### config.mk
export PLATFORM = sky130hd
export DESIGN_NAME = mem_port_arbiter
export DESIGN_NICKNAME = d
export VERILOG_FILES = /design/src/rtl/mem_port_arbiter.sv
export SDC_FILE = /design/constraint.sdc
export NUM_CORES = 1
export LEC_CHECK = 0
export CAP_MARGIN = 0
export CORE_MARGIN = 8
export CORE_UTILIZATION = 44
export CTS_BUF_LIST = sky130_fd_sc_hd__clkbuf_4 sky130_fd_sc_hd__clkbuf_8 sky130_fd_sc_hd__clkbuf_16
export CTS_CLUSTER_DIAMETER = 80
export DETAILED_ROUTE_END_ITERATION = 8
export GPL_TIMING_DRIVEN = 1
export PLACE_DENSITY = 0.91
export RECOVER_POWER = 25
export SLEW_MARGIN = 20
export SYNTH_ARGS = -nofsm -noshare
export SYNTH_HDL_FRONTEND = slang
export SYNTH_SLANG_ARGS = --single-unit
### constraint.sdc
create_clock -name clk -period 5.6 [get_ports clk]
set_input_delay 0.56 -clock clk [delete_from_list [all_inputs] [get_ports clk]]
set_output_delay 0.56 -clock clk [all_outputs]
set_load 0.005 [all_outputs]
### src/rtl/mem_port_arbiter.sv
// mem_port_arbiter: shares one memory port between an instruction-fetch
// requester and a load/store requester. Ties are broken round-robin. Load data
// is lane-extracted and extended, and store data is replicated across lanes.
// Define MEM_TIMEOUT_EN to abort memory accesses that stall for 255 cycles.
module mem_port_arbiter (
    input  logic        clk,
    input  logic        rst,
    input  logic        if_req,
    input  logic [31:0] if_addr,
    output logic        if_ack,
    output logic [31:0] if_rdata,
    output logic        if_err,
    input  logic        ls_req,
    input  logic        ls_we,
    input  logic [1:0]  ls_digit,
    input  logic        ls_sign,
    input  logic [31:0] ls_addr,
    input  logic [31:0] ls_wdata,
    output logic        ls_ack,
    output logic [31:0] ls_rdata,
    output logic        ls_err,
    output logic        mem_req,
    output logic        mem_we,
    output logic [31:0] mem_addr,
    output logic [3:0]  mem_be,
    output logic [31:0] mem_wdata,
    input  logic [31:0] mem_rdata,
    input  logic        mem_ready,
    output logic        stall
);

    typedef enum logic [1:0] {IDLE, IF_ACC, LS_ACC, RESP} state_t;

    localparam logic GRANT_IF = 1'b0;
    localparam logic GRANT_LS = 1'b1;

    state_t      state_q, state_d;
    logic        last_grant_q, last_grant_d;
    logic [1:0]  lat_lane_q, lat_lane_d;
    logic [1:0]  lat_digit_q, lat_digit_d;
    logic        lat_sign_q, lat_sign_d;
    logic        lat_we_q, lat_we_d;
    logic        lat_err_q, lat_err_d;
    logic        mem_req_q, mem_req_d;
    logic        mem_we_q, mem_we_d;
    logic [31:0] mem_addr_q, mem_addr_d;
    logic [3:0]  mem_be_q, mem_be_d;
    logic [31:0] mem_wdata_q, mem_wdata_d;
    logic        if_ack_q, if_ack_d;
    logic [31:0] if_rdata_q, if_rdata_d;
    logic        if_err_q, if_err_d;
    logic        ls_ack_q, ls_ack_d;
    logic [31:0] ls_rdata_q, ls_rdata_d;
    logic        ls_err_q, ls_err_d;
`ifdef MEM_TIMEOUT_EN
    logic [7:0]  tmo_q, tmo_d;
`endif

    logic [3:0]  ls_be_new;
    logic [31:0] ls_wdata_new;
    logic        ls_misaligned;
    logic        finish;
    logic        finish_err;
    logic [31:0] finish_data;

    // Fetches are always whole aligned words, so the low fetch address bits carry no information.
    logic unused_if_lanes;
    assign unused_if_lanes = ^if_addr[1:0];

    // Pick the requested lane out of the memory word and extend it to 32 bits.
    function automatic logic [31:0] extract_load(input logic [31:0] word, input logic [1:0] lane,
                                                 input logic [1:0] digit, input logic sign);
        logic [7:0]  b;
        logic [15:0] h;
        case (lane)
            2'd0:    b = word[7:0];
            2'd1:    b = word[15:8];
            2'd2:    b = word[23:16];
            default: b = word[31:24];
        endcase
        h = lane[1] ? word[31:16] : word[15:0];
        case (digit)
            2'b00:   extract_load = {{24{sign & b[7]}}, b};
            2'b01:   extract_load = {{16{sign & h[15]}}, h};
            default: extract_load = word;
        endcase
    endfunction

    // Byte enables, store lane replication and the alignment check for an incoming load/store.
    always_comb begin
        ls_be_new     = 4'b1111;
        ls_wdata_new  = ls_wdata;
        ls_misaligned = 1'b0;
        case (ls_digit)
            2'b00: begin
                ls_be_new    = 4'b0001 << ls_addr[1:0];
                ls_wdata_new = {4{ls_wdata[7:0]}};
            end
            2'b01: begin
                ls_be_new     = 4'b0011 << {ls_addr[1], 1'b0};
                ls_wdata_new  = {2{ls_wdata[15:0]}};
                ls_misaligned = ls_addr[0];
            end
            default: begin
                ls_misaligned = (ls_addr[1:0] != 2'b00);
            end
        endcase
    end

    // Arbitration FSM: grant in IDLE, drive the memory port in *_ACC, acknowledge in RESP.
    always_comb begin
        state_d      = state_q;
        last_grant_d = last_grant_q;
        lat_lane_d   = lat_lane_q;
        lat_digit_d  = lat_digit_q;
        lat_sign_d   = lat_sign_q;
        lat_we_d     = lat_we_q;
        lat_err_d    = lat_err_q;
        mem_req_d    = mem_req_q;
        mem_we_d     = mem_we_q;
        mem_addr_d   = mem_addr_q;
        mem_be_d     = mem_be_q;
        mem_wdata_d  = mem_wdata_q;
        if_ack_d     = if_ack_q;
        if_rdata_d   = if_rdata_q;
        if_err_d     = if_err_q;
        ls_ack_d     = ls_ack_q;
        ls_rdata_d   = ls_rdata_q;
        ls_err_d     = ls_err_q;
`ifdef MEM_TIMEOUT_EN
        tmo_d        = tmo_q;
`endif
        finish       = 1'b0;
        finish_err   = 1'b0;
        finish_data  = '0;

        case (state_q)
            IDLE: begin
                if (if_req && (!ls_req || last_grant_q == GRANT_LS)) begin
                    state_d      = IF_ACC;
                    last_grant_d = GRANT_IF;
                    lat_lane_d   = 2'b00;
                    lat_digit_d  = 2'b10;
                    lat_sign_d   = 1'b0;
                    lat_we_d     = 1'b0;
                    lat_err_d    = 1'b0;
                    mem_req_d    = 1'b1;
                    mem_we_d     = 1'b0;
                    mem_addr_d   = {if_addr[31:2], 2'b00};
                    mem_be_d     = 4'b1111;
                    mem_wdata_d  = '0;
`ifdef MEM_TIMEOUT_EN
                    tmo_d        = '0;
`endif
                end else if (ls_req) begin
                    // A misaligned access still spends one cycle in LS_ACC, with the memory
                    // port idle, so its error ack arrives with the same latency as a real access.
                    state_d      = LS_ACC;
                    last_grant_d = GRANT_LS;
                    lat_lane_d   = ls_addr[1:0];
                    lat_digit_d  = ls_digit;
                    lat_sign_d   = ls_sign;
                    lat_we_d     = ls_we;
                    lat_err_d    = ls_misaligned;
                    mem_req_d    = ~ls_misaligned;
                    mem_we_d     = ls_we & ~ls_misaligned;
                    mem_addr_d   = ls_misaligned ? 32'd0 : {ls_addr[31:2], 2'b00};
                    mem_be_d     = ls_misaligned ? 4'b0000 : ls_be_new;
                    mem_wdata_d  = ls_misaligned ? 32'd0 : ls_wdata_new;
`ifdef MEM_TIMEOUT_EN
                    tmo_d        = '0;
`endif
                end
            end
            IF_ACC, LS_ACC: begin
                if (lat_err_q) begin
                    finish     = 1'b1;
                    finish_err = 1'b1;
                end else if (mem_ready) begin
                    finish = 1'b1;
                    if (state_q == IF_ACC) begin
                        finish_data = mem_rdata;
                    end else if (!lat_we_q) begin
                        finish_data = extract_load(mem_rdata, lat_lane_q, lat_digit_q, lat_sign_q);
                    end
                end
`ifdef MEM_TIMEOUT_EN
                else begin
                    tmo_d = tmo_q + 8'd1;
                    if (tmo_q == 8'd254) begin
                        finish     = 1'b1;
                        finish_err = 1'b1;
                    end
                end
`endif
            end
            RESP: begin
                state_d    = IDLE;
                if_ack_d   = 1'b0;
                if_rdata_d = '0;
                if_err_d   = 1'b0;
                ls_ack_d   = 1'b0;
                ls_rdata_d = '0;
                ls_err_d   = 1'b0;
            end
            default: begin
                state_d = IDLE;
            end
        endcase

        if (finish) begin
            state_d     = RESP;
            mem_req_d   = 1'b0;
            mem_we_d    = 1'b0;
            mem_addr_d  = '0;
            mem_be_d    = '0;
            mem_wdata_d = '0;
            if (state_q == IF_ACC) begin
                if_ack_d   = 1'b1;
                if_err_d   = finish_err;
                if_rdata_d = finish_data;
            end else begin
                ls_ack_d   = 1'b1;
                ls_err_d   = finish_err;
                ls_rdata_d = finish_data;
            end
        end
    end

    // State and registered outputs; reset drops any transaction in flight.
    always_ff @(posedge clk or posedge rst) begin
        if (rst) begin
            state_q      <= IDLE;
            last_grant_q <= GRANT_LS;
            lat_lane_q   <= '0;
            lat_digit_q  <= '0;
            lat_sign_q   <= 1'b0;
            lat_we_q     <= 1'b0;
            lat_err_q    <= 1'b0;
            mem_req_q    <= 1'b0;
            mem_we_q     <= 1'b0;
            mem_addr_q   <= '0;
            mem_be_q     <= '0;
            mem_wdata_q  <= '0;
            if_ack_q     <= 1'b0;
            if_rdata_q   <= '0;
            if_err_q     <= 1'b0;
            ls_ack_q     <= 1'b0;
            ls_rdata_q   <= '0;
            ls_err_q     <= 1'b0;
`ifdef MEM_TIMEOUT_EN
            tmo_q        <= '0;
`endif
        end else begin
            state_q      <= state_d;
            last_grant_q <= last_grant_d;
            lat_lane_q   <= lat_lane_d;
            lat_digit_q  <= lat_digit_d;
            lat_sign_q   <= lat_sign_d;
            lat_we_q     <= lat_we_d;
            lat_err_q    <= lat_err_d;
            mem_req_q    <= mem_req_d;
            mem_we_q     <= mem_we_d;
            mem_addr_q   <= mem_addr_d;
            mem_be_q     <= mem_be_d;
            mem_wdata_q  <= mem_wdata_d;
            if_ack_q     <= if_ack_d;
            if_rdata_q   <= if_rdata_d;
            if_err_q     <= if_err_d;
            ls_ack_q     <= ls_ack_d;
            ls_rdata_q   <= ls_rdata_d;
            ls_err_q     <= ls_err_d;
`ifdef MEM_TIMEOUT_EN
            tmo_q        <= tmo_d;
`endif
        end
    end

    assign if_ack    = if_ack_q;
    assign if_rdata  = if_rdata_q;
    assign if_err    = if_err_q;
    assign ls_ack    = ls_ack_q;
    assign ls_rdata  = ls_rdata_q;
    assign ls_err    = ls_err_q;
    assign mem_req   = mem_req_q;
    assign mem_we    = mem_we_q;
    assign mem_addr  = mem_addr_q;
    assign mem_be    = mem_be_q;
    assign mem_wdata = mem_wdata_q;
    assign stall     = (if_req & ~if_ack_q) | (ls_req & ~ls_ack_q);

endmodule
==> flow_summary.yaml, run 1 <==
critical_path:
  end_kind: "flop"
  path_class: "in -> reg"
  crit_slowest_cell: "clkbuf_1"
  worstReg2RegStart: "lat_lane_q[1]"
  startpoint: "if_req"
  r2r_end: "ls_rdata[18]"
  slowest_delay_ns: 1.09
  cp-endpoint: "mem_be[3]"
  ff2ff_setup_slack_ns: 2.82
  crit_fanout: 32
  crit_chain: "dlygate4sd3_1, inv_1, nor2_2, clkbuf_1, o21ai_0, o21ai_0"
  required_ns: 5.93
  start_kind: "input pin"
  crit_arrival_ns: 3.37
  crit_top_cell: "o21ai_0"
  worstRegToRegCells: 4
job:
  maxCapViolCount: 0
timing:
  min_period_over_period: 0.542
  rsz0062_at_grt: "no"
  tightest_slew_ns: 1.47
  setup_slack_ns: 2.56
  final.setup_skew_ns: 0.00904
  setup_tns_ns: 0
  setup_viol_count_final: 0
  fmax_mhz: 329
  slew_viol_final: 0
  hold_viol: 0
  fin_crit_ns: 3.04
  slew_headroom: 0.0171
global_route:
  grt_pass1_wl_um: 37000
  grt_pass1_vias: 6823
  grt.total_usage: 0.238
  antenna_found_initial: 0
  grt.overflow.total: 0
  grt_max_degree: 97
final_layout:
  n_fill_cell: 1178
  antenna_cells: 0
  area_delta_synth_final_pct: 49.6
  multi_input_area_mm2: 0.00293
  num-nets-final: 1090
  final_common_cell: "clkdlybuf4s50_1"
  drive_gt1_frac: 0.0665
  stdcell_count: 1151
  final_cell_mix: "clkdlybuf4s50_1 (267), dfrtp_1 (145), nand2_1 (98)"
  regArea_mm2: 0.00365
pwr:
  p_leak_nw: 4.34
  powerDensity_mw_per_mm2: 452
  clkPwrFrac: 0.250
  p_sw_w: 0.00173
  pwr-share-seq: 0.340
  p_int_w: 0.00290
  swShare: 0.374
  ir_drop_mv: 0.285
  p_comb_frac: 0.410
clock_network:
  clk_latency_ns: 0.42
  cts_hold_buf: 0
  cts_buffer_depth: 2
  cts_resized: 0
  cts_tree: "built"
  htree_levels: 4
  cts_buffers: 17
  clkTransAtPathRegs_ns: 0.06
  cts_setup_buffers: 0
  cts_root_buffer: "clkbuf_16"
  cts_sinks: 146
drt:
  routed-via-count: 6615
  drt_pre_antenna_iters: 5
  drt_iter0_drc: 424
  drc: 0
  ant_nets: 0
  drt_wl_total_um: 23800
  viasPerCell: 5.75
  wl_per_cell_um: 20.6
die:
  rows: 45
  initial_utilization: 0.450
  core_area_mm2: 0.0152
  die_x_um: 141
  pin_count: 276
  die_y_um: 141
  die-area_mm2: 0.0198
place:
  place_ws_ns: 2.54
  gp_congestion: 0.842
  hpwlAfterDp_um: 17300
  portBuffers: 271
  dp_cells: 1119
hold_path:
  holdCritPathClass: "reg -> reg"
synthesis:
  synth_cell_types: 49
  postSynthCellCount: 705
  synth_area_leader_cell: "dfrtp_1"
  ys.flop_type: "dfrtp_1"
  synth_top_area_share: 0.530
  yosysWarningCount: 0
  synth_edf_count: 0
  syn_avg_cell_area_um2: 9.70
  synthTopCellsByArea: "dfrtp_1 (53%), o21ai_0 (6.6%), nand2_1 (5.4%)"
  synthArstFlopShare: 1.00
  syn_area_mm2: 0.00684
  synth_seq_cells: 146
  ys_seq_area_frac: 0.534
outcome:
  outcome: "complete, no violations"
-- flip-flops by register name, indices dropped and copies added (netlist names), 2 cells and up --
name / cells
if_rdata: 32
state_q: 2
mem_wdata: 32
mem_addr: 30
lat_lane_q: 2
mem_be: 4
ls_rdata: 32
lat_digit_q: 2
-- cells by family after synthesis --
logic type	share of synthesized area
and+or+nand+nor	0.156
AOI/OAI and AO/OA	0.223
DFF	0.534
buffers and inverters	0.0412
muxes	0.0384
adders and majority gates	0.00549
other	0.000548
xor gates and xnor gates	0.00128
-- through the flow --
step	area [um^2]	hold slack, ns	util	power (W)
after floorplan	6840	0.447	-	0.00252
after global routing	10200	0.502	0.673	0.00489
after detailed placement	9640	0.470	0.634	0.00348
after global placement	9640	0.459	0.634	0.00343
final	10200	0.480	0.673	0.00463
after CTS	10200	0.485	0.674	0.00466
-- metal layers --
layer	wire, um	GRT usage	vias up
li1	-	-	3003
met1	9130	0.274	3202
met2	11500	0.391	362
met3	2410	0.0854	48
met4	699	0.105	0
met5	0	0	-
-- layout make-up --
| class | count | share of cell area |
|---|---|---|
| multi-input cells | 497 | 0.286 |
| flip-flops and latches | 146 | 0.357 |
| well taps | 188 | 0.0230 |
| clock inverters | 15 | 0.0172 |
| inverters | 7 | 0.00306 |
| repair buffers | 281 | 0.272 |
| clock buffers | 17 | 0.0416 |
-- worst max-delay path, delay by kind of cell --
| family | cells | cell delay [ns] |
|---|---|---|
| AO/OA/AOI/OAI | 2 | 0.70 |
| buffers and inverters | 3 | 1.89 |
| AND/OR/NAND/NOR | 1 | 0.22 |
-- synthesized netlist by cell type, types with 3 or more instances --
cell         n
a211oi_1    13
a21o_1       9
a21oi_1     21
a22o_1      24
a22oi_1     30
a32o_1       6
buf_1        9
buf_2       11
buf_6        3
clkbuf_1    30
dfrtp_1    145
ha_1         3
inv_1        6
mux2_2      10
mux2i_1     15
nand2_1     99
nand2b_1    26
nand3_1     35
nor2_1      48
nor2b_1     11
nor3_1       8
o21ai_0     90
o22ai_1      4
o2bb2ai_1   18
-- worst min path at each step --
| stage | slack, ns | to | from | cells after the start |
|---|---|---|---|---|
| after floorplan | 0.45 | lat_we_q | lat_we_q | 2 |
| after global placement | 0.46 | ls_rdata[14] | ls_rdata[14] | 1 |
| after detailed placement | 0.47 | mem_addr[24] | mem_addr[24] | 2 |
| after CTS | 0.48 | mem_addr[31] | mem_addr[31] | 2 |
| after global routing | 0.50 | ls_rdata[12] | ls_rdata[12] | 1 |
| final | 0.48 | mem_addr[31] | mem_addr[31] | 2 |
-- power by group through the flow --
stage	clock [W]	combinational [W]	sequential (W)
4_1_cts	0.00118	0.00191	0.00157
2_1_floorplan	0	0.000988	0.00153
3_3_place_gp	0	0.00186	0.00157
5_1_grt	0.00122	0.00206	0.00161
6_report	0.00116	0.00190	0.00157
3_5_place_dp	0	0.00190	0.00158
(Power assumes the default switching activity.)
==> run 2: changes to the inputs <==
==> constraint.sdc (replaced) <==
create_clock -name clk -period 3 [get_ports clk]
set_input_delay 0.3 -clock clk [delete_from_list [all_inputs] [get_ports clk]]
set_output_delay 0.3 -clock clk [all_outputs]
set_load 0.005 [all_outputs]
==> flow_summary.yaml, run 2 (synthesis results as in run 1) <==
outcome:
  outcome: "complete, no violations"
timing:
  slew_headroom: 0.302
  slew_viol_final: 0
  hold_viol: 0
  rsz0062_at_grt: "no"
  tightest_slew_ns: 1.04
  fmax_mhz: 467
  final.setup_skew_ns: 0.00770
  setup_tns_ns: 0
  fin_crit_ns: 2.14
  min_period_over_period: 0.714
  setup_viol_count_final: 0
drt:
  viasPerCell: 5.64
  routed-via-count: 6567
  drc: 0
  drt_wl_total_um: 23900
  ant_nets: 0
  wl_per_cell_um: 20.5
  drt_iter0_drc: 455
  drt_pre_antenna_iters: 5
place:
  dp_cells: 1133
  gp_congestion: 0.873
  portBuffers: 271
  hpwlAfterDp_um: 17700
global_route:
  grt_pass1_vias: 6822
  grt.total_usage: 0.242
  grt.overflow.total: 0
  antenna_found_initial: 0
  grt_pass1_wl_um: 37700
  grt_max_degree: 66
hold_path:
  holdCritStartpoint: "ls_rdata[9]"
  holdCritPathClass: "reg -> reg"
die:
  pin_count: 276
  die_x_um: 141
  rows: 45
  die-area_mm2: 0.0198
  die_y_um: 141
  initial_utilization: 0.450
  core_area_mm2: 0.0152
clock_network:
  cts_tree: "built"
  clk_latency_ns: 0.42
  cts_buffers: 17
  cts_hold_buf: 0
  cts_sinks: 146
  htree_levels: 4
  cts_buffer_depth: 2
  cts_setup_buffers: 0
  cts_root_buffer: "clkbuf_16"
  cts_resized: 0
  clkTransAtPathRegs_ns: 0.06
final_layout:
  antenna_cells: 0
  stdcell_count: 1165
  final_common_cell: "clkdlybuf4s50_1"
  area_delta_synth_final_pct: 51.7
  drive_gt1_frac: 0.0809
  final_cell_mix: "clkdlybuf4s50_1 (270), dfrtp_1 (145), nand2_1 (99)"
  num-nets-final: 1104
pwr:
  fin_total_pwr_w: 0.00880
  p_leak_nw: 4.42
  ir_drop_mv: 0.524
  powerDensity_mw_per_mm2: 847
critical_path:
  crit_chain: "inv_1, ha_1, nor2_1, buf_4, nor2_1, a211oi_1, a21o_1"
  startpoint: "state_q[1]"
  end_kind: "flop"
  crit_fanout: 17
  crit_slowest_cell: "nor2_1"
  worstReg2RegStart: "state_q[1]"
  path_class: "reg -> reg"
  required_ns: 3.36
  crit_top_cell: "nor2_1"
  start_kind: "flop"
  crit_arrival_ns: 2.50
  slowest_delay_ns: 0.53
job:
  maxCapViolCount: 0
[run 2: area by class of cell]
cell class,count,area (um^2)
fillers,1163,4820
repair buffers,295,2930
multi-input cells,497,2930
well taps,188,235
flip-flops and latches,146,3650
clock inverters,13,160
inverters,7,27.5
clock buffers,19,447
[run 2: power breakdown]
| group | switching, W | leakage (nW) | total (W) | internal, W |
|---|---|---|---|---|
| Sequential | 0.000340 | 1.99 | 0.00286 | 0.00252 |
| Clock | 0.000843 | 0.297 | 0.00218 | 0.00134 |
| Combinational | 0.00199 | 2.13 | 0.00376 | 0.00177 |
[run 2: worst paths after layout]
check | endpoint | slack, ns | cells past startpoint
max reg2reg | ls_rdata[15] | 0.86 | 7
min in group asynchronous | if_rdata[29] | 0.53 | 2
min reg2reg | ls_rdata[9] | 0.48 | 1
max in group asynchronous | ls_rdata[9] | 0.99 | 3
max | ls_rdata[15] | 0.86 | 7
min | ls_rdata[9] | 0.48 | 1
[run 2: worst max-delay path, delay by kind of cell (launching register included)]
| family | cells | cell delay (ns) |
|---|---|---|
| simple gates | 2 | 0.59 |
| buf+inv | 2 | 0.40 |
| flops | 1 | 0.38 |
| fa+ha+maj | 1 | 0.36 |
| compound gates | 2 | 0.36 |
[run 2: routing by layer]
layer  global-route usage  up-vias  part of all wire  wire length (um)
met5                    0        -                 0                 0
met4               0.0916        0             0.028               671
met3               0.0922       44              0.11              2740
met2                0.404      352              0.48             11500
met1                0.276     3138              0.38              9040
li1                     -     3033                 -                 -
[run 2: per-stage QoR]
stage	area [um^2]	hold slack, ns	util	worst slack [ns]
floorplan	6850	0.428	-	0.868
global placement	9790	0.459	0.644	0.782
detailed placement	9790	0.466	0.644	0.750
CTS	10400	0.285	0.684	0.845
global route	10400	0.496	0.683	0.619
finish	10400	0.477	0.683	0.857
